===== config.mk =====
export PLATFORM = sky130hd
export DESIGN_NAME = imem_loader
export DESIGN_NICKNAME = d
export VERILOG_FILES = /design/src/rtl/imem_loader.sv
export SDC_FILE = /design/constraint.sdc
export NUM_CORES = 1
export LEC_CHECK = 0
export CAP_MARGIN = 20
export CORE_AREA = 2 2 96 98
export CTS_BUF_LIST = sky130_fd_sc_hd__clkbuf_8
export DETAILED_ROUTE_END_ITERATION = 7
export DIE_AREA = 0 0 98 100
export PLACE_DENSITY = 0.93
export SLEW_MARGIN = 0
export SYNTH_ARGS = -nofsm -noshare
export SYNTH_HDL_FRONTEND = slang
export SYNTH_SLANG_ARGS = --single-unit

===== constraint.sdc =====
create_clock -name clk -period 2.3 [get_ports clk]
set_input_delay 0.23 -clock clk [delete_from_list [all_inputs] [get_ports clk]]
set_output_delay 0.23 -clock clk [all_outputs]
set_load 0.03 [all_outputs]

===== src/rtl/imem_loader.sv =====
// imem_loader: streams a length-prefixed, XOR-checked program image
// into instruction memory and holds the core until the load is clean.
`ifndef DataBusBits
`define DataBusBits 32
`endif
`ifndef InstrBusBits
`define InstrBusBits 32
`endif

module imem_loader #(
    parameter int unsigned MEM_WORDS = 256,
    parameter int unsigned BASE_ADDR = 0
) (
    input  logic                     clk,
    input  logic                     reset,
    input  logic                     start,
    input  logic [7:0]               rx_data,
    input  logic                     rx_valid,
    output logic                     rx_ready,
    output logic                     imem_we,
    output logic [`DataBusBits-1:0]  imem_addr,
    output logic [`InstrBusBits-1:0] imem_wdata,
    output logic                     cpu_hold,
    output logic                     busy,
    output logic                     done,
    output logic                     err
);

    localparam int AW = `DataBusBits;

    typedef enum logic [2:0] {
        IDLE, LEN0, LEN1, DATA, CSUM, FINISH
    } state_t;

    state_t      state_q, state_d;
    logic [15:0] len_q;
    logic [8:0]  word_cnt_q;
    logic [1:0]  byte_idx_q;
    logic [7:0]  csum_q;
    logic [31:0] word_q;

    logic        xfer;
    logic        accept_start;
    logic [15:0] len_full;
    logic        len_bad;
    logic        last_word;
    logic        csum_ok;

    assign xfer      = rx_valid && rx_ready;
    assign len_full  = {rx_data, len_q[7:0]};
    assign len_bad   = (len_full == 16'd0) || (32'(len_full) > MEM_WORDS);
    assign last_word = ({7'd0, word_cnt_q} == (len_q - 16'd1));
    assign csum_ok   = (rx_data == csum_q);
    assign busy      = (state_q != IDLE);

    // State register; reset also overrides a coincident start.
    always_ff @(posedge clk) begin
        if (reset) state_q <= IDLE;
        else       state_q <= state_d;
    end

    // Next-state decode plus the per-state handshake and done pulse.
    always_comb begin
        state_d      = state_q;
        rx_ready     = 1'b0;
        done         = 1'b0;
        accept_start = 1'b0;
        unique case (state_q)
            IDLE: begin
                if (start) begin
                    accept_start = 1'b1;
                    state_d      = LEN0;
                end
            end
            LEN0: begin
                rx_ready = 1'b1;
                if (rx_valid) state_d = LEN1;
            end
            LEN1: begin
                rx_ready = 1'b1;
                if (rx_valid) state_d = len_bad ? IDLE : DATA;
            end
            DATA: begin
                rx_ready = 1'b1;
                if (rx_valid && byte_idx_q == 2'd3 && last_word)
                    state_d = CSUM;
            end
            CSUM: begin
                rx_ready = 1'b1;
                if (rx_valid) state_d = csum_ok ? FINISH : IDLE;
            end
            FINISH: begin
                done    = 1'b1;
                state_d = IDLE;
            end
            default: state_d = IDLE;
        endcase
    end

    // Datapath: length capture, word assembly, checksum and the write port.
    always_ff @(posedge clk) begin
        if (reset) begin
            len_q      <= '0;
            word_cnt_q <= '0;
            byte_idx_q <= '0;
            csum_q     <= '0;
            word_q     <= '0;
            imem_we    <= 1'b0;
            imem_addr  <= '0;
            imem_wdata <= '0;
            cpu_hold   <= 1'b1;
            err        <= 1'b0;
        end else begin
            imem_we <= 1'b0;
            if (accept_start) begin
                err        <= 1'b0;
                cpu_hold   <= 1'b1;
                word_cnt_q <= '0;
                byte_idx_q <= '0;
                csum_q     <= '0;
            end
            if (xfer) begin
                unique case (state_q)
                    LEN0: len_q[7:0] <= rx_data;
                    LEN1: begin
                        len_q[15:8] <= rx_data;
                        if (len_bad) err <= 1'b1;
                    end
                    DATA: begin
                        word_q     <= {rx_data, word_q[31:8]};
                        csum_q     <= csum_q ^ rx_data;
                        byte_idx_q <= byte_idx_q + 2'd1;
                        if (byte_idx_q == 2'd3) begin
                            imem_we    <= 1'b1;
                            imem_addr  <= AW'(BASE_ADDR)
                                        + AW'({word_cnt_q, 2'b00});
                            imem_wdata <= {rx_data, word_q[31:8]};
                            word_cnt_q <= word_cnt_q + 9'd1;
                        end
                    end
                    CSUM: begin
                        if (csum_ok) cpu_hold <= 1'b0;
                        else         err      <= 1'b1;
                    end
                    default: ;
                endcase
            end
        end
    end

endmodule

==> results.yml <==
cts:
  clk_latency_ns: 0.38
  post_cts_buffers: 0
  h-tree-depth: 3
  cts_tree: "yes"
  cts_root_buffer: "clkbuf_8"
  cts.sinks: 106
  cts.path.max_buffers: 2
  cts_buffers: 9
  clk_pin_slew_ns: 0.12
finish:
  diodes: 0
  drive_above_1_share_pct: 7.04
  final_nets: 679
  multi_input_area_sq_mm: 0.00232
  regArea_sq_mm: 0.00212
  areaGrowthSynthToFinish_pct: 18.3
  n_fill_cell: 719
synthesis:
  syn_inst: 615
  ys_async_sr_fraction_pct: 0
  synthFlopType: "dfxtp_1"
  ys_warn_count: 0
  syn_area_per_cell_sq_um: 7.66
  synthDistinctLibCells: 47
  syn_area_sq_mm: 0.00471
  synth_top_area_cell: "dfxtp_1"
  ys_ff_latch: 106
  synthTopCellsByArea: "dfxtp_1 (45%), nand2_1 (15%), a21oi_1 (10%), buf_4 (3.7%), clkbuf_1 (2.5%)"
  yosysMostFrequentCell: "nand2_1"
  synth_top_area_share_pct: 45.0
  synth_edf_count: 0
  synth_common_cells: "nand2_1 (184), dfxtp_1 (106), a21oi_1 (96)"
  yosysSeqAreaShare_pct: 45.0
drt:
  drt_iter0_markers: 401
  drc_errors: 0
  first_pass_iters: 5
  vias_per_cell: 5.60
  ant_nets: 0
  route.final.wire_length_microns: 11600
  vias: 4360
  avgRoutedWirePerCell_microns: 14.9
die:
  ios: 82
  initial_core_util_pct: 53.0
  dieArea_sq_mm: 0.00980
  rows: 35
  die_w_microns: 98
  core-area_sq_mm: 0.00889
  die_h_microns: 100
power_and_ir_drop:
  power_uw: 4110
  ir_drop_mv: 0.452
  powerDensity_mw_per_mm2: 737
  leakage_uw: 0.00196
timing:
  period_share_pct: 96.0
  final_hold_viol_count: 0
  skew_ns: 0.0138
  fin_ws_ns: 0.0916
  whs_ns: 0.219
  rsz0062_at_grt: "true"
  tightest_slew_ns: 0.639
  finalMaxSlewViolations: 0
  fin_crit_ns: 2.21
  max_slew_margin_pct: 57.4
  clock.fmax_ghz: 0.453
  setup_viol_count_final: 0
critical_path:
  crit_path_top_delay_cell: "dfxtp_1"
  cp.required_ns: 2.55
  path_depth: 7
  critPathMaxStageDelay_ns: 0.52
  path_buf_inv: 0
  worstSetupPathType: "flop to flop"
  crit_path_start: "state_q[1]"
  r2r_setup_slack_ns: 0.09
  reg2reg_depth: 7
  cp-start-kind: "flop"
  crit_path_end: "state_q[0]"
  cpLargestDelayFamily: "compound AO/OA/AOI/OAI gates"
  rr_startpoint: "state_q[1]"
  critPathCaptureType: "flop"
  arrival_ns: 2.46
  crit_chain: "nor2b_1 > o21a_1 > a21oi_1 > and3_1 > nand4_1 > a211oi_4 > o21ai_0"
  crit_path_max_fanout: 12
  reg2reg_to: "state_q[0]"
place:
  dp_hpwl_microns: 8150
  numPortBuffers: 58
  gp_congestion: 0.871
  dp_slack_ns: 0.0331
grt:
  grt_pass1_wl_microns: 18700
  grt_max_degree: 66
  grt.total_usage_pct: 23.5
  grt_overflow: 0
  grt_pass1_vias: 4098
  antenna_found_initial: 0
flow_run:
  drv_cap: 0
min_path:
  hp-class: "input pin to flop"
outcome:
  status: "completed"
==> layout by cell type (no fill, tap or decap), drive strengths merged, types with 3 or more instances in the layout <==
cell / n
nor4: 5
nor3: 7
nand2: 184
conb: 23
xnor2: 12
nand4: 11
clkdlybuf4s50: 57
nand2b: 4
nor3b: 3
nand3b: 3
dfxtp: 106
inv: 13
clkinv: 3
nor2: 32
or3: 4
a22oi: 4
nand3: 11
buf: 20
ha: 4
clkbuf: 9
o21ai: 14
nor2b: 7
a21oi: 96
xor2: 11
and2: 4
==> worst min-delay path by stage <==
| stage | start | to | slack (ns) | cells after the start |
|---|---|---|---|---|
| 2_1_floorplan | rx_data[5] | len_q[13] | 0.37 | 2 |
| 3_3_place_gp | len_q[14] | len_q[14] | 0.44 | 2 |
| 3_5_place_dp | imem_wdata[12] | imem_wdata[12] | 0.45 | 2 |
| 4_1_cts | reset | csum_q[6] | 0.21 | 2 |
| 5_1_grt | reset | csum_q[3] | 0.25 | 2 |
| 6_report | reset | csum_q[6] | 0.22 | 2 |
==> stage by stage <==
| step | instances | utilization, % | TNS [ns] | instance area (sq um) |
|---|---|---|---|---|
| floorplan | 637 | - | 0 | 4790 |
| detailed placement | 763 | 60.1 | 0 | 5340 |
| global placement | 763 | 60.1 | 0 | 5340 |
| global route | 779 | 62.7 | -0.0255 | 5570 |
| finish | 779 | 62.7 | 0 | 5570 |
| CTS | 779 | 62.5 | 0 | 5560 |
==> logic make-up after synthesis <==
kind of cell / after synthesis / share of synthesized area [%]
compound gates: 128 / 14.8
xor+xnor: 23 / 4.28
fa+ha+maj: 4 / 1.06
buf+inv: 71 / 7.78
flops: 106 / 45.0
mux: 2 / 0.452
other cells: 1 / 0.0796
simple gates: 280 / 26.5
==> state kept, by name, summed over array words and instances, names as in the netlist <==
name,count
byte_idx_q,2
cpu_hold,1
csum_q,8
err,1
imem_addr,9
imem_wdata,32
imem_we,1
len_q,16
state_q,3
word_cnt_q,9
word_q,24
==> where the power goes <==
| part | internal (uW) | leakage [uW] | switching (uW) |
|---|---|---|---|
| Sequential | 1890 | 0.000855 | 88.2 |
| Combinational | 348 | 0.000999 | 601 |
| Clock | 444 | 0.000107 | 733 |
==> layout make-up <==
cell class / instances / area share, %
Clock inverter: 7 / 1.59
Inverter: 9 / 0.606
Timing Repair Buffer: 77 / 13.3
Clock buffer: 9 / 2.22
Sequential cell: 106 / 38.1
Multi-Input combinational cell: 460 / 41.6
Tap cell: 111 / 2.49
==> routing by layer <==
| metal | track usage [%] | share of wire, % | up-vias | wire length (microns) |
|---|---|---|---|---|
| met1 | 28.7 | 40 | 2026 | 4640 |
| met4 | 12.7 | 3.9 | 0 | 452 |
| met5 | 0 | 0 | - | 0 |
| met2 | 39.9 | 49 | 201 | 5680 |
| met3 | 3.69 | 7.2 | 46 | 834 |
| li1 | - | - | 2087 | - |
==> timing repair <==
item                                    CTS  global route
hold buffers                              0             0
endpoints found under the setup margin    0             4
resized for setup                         0             4
==> worst register-to-register path, cell delays in order, from the launching register on <==
cell	delay, ns
dfxtp_1	0.52
nor2b_1	0.16
o21a_1	0.21
a21oi_1	0.35
and3_1	0.24
nand4_1	0.15
a211oi_4	0.30
o21ai_0	0.15
No activity file was read; power rests on OpenSTA's default activity.
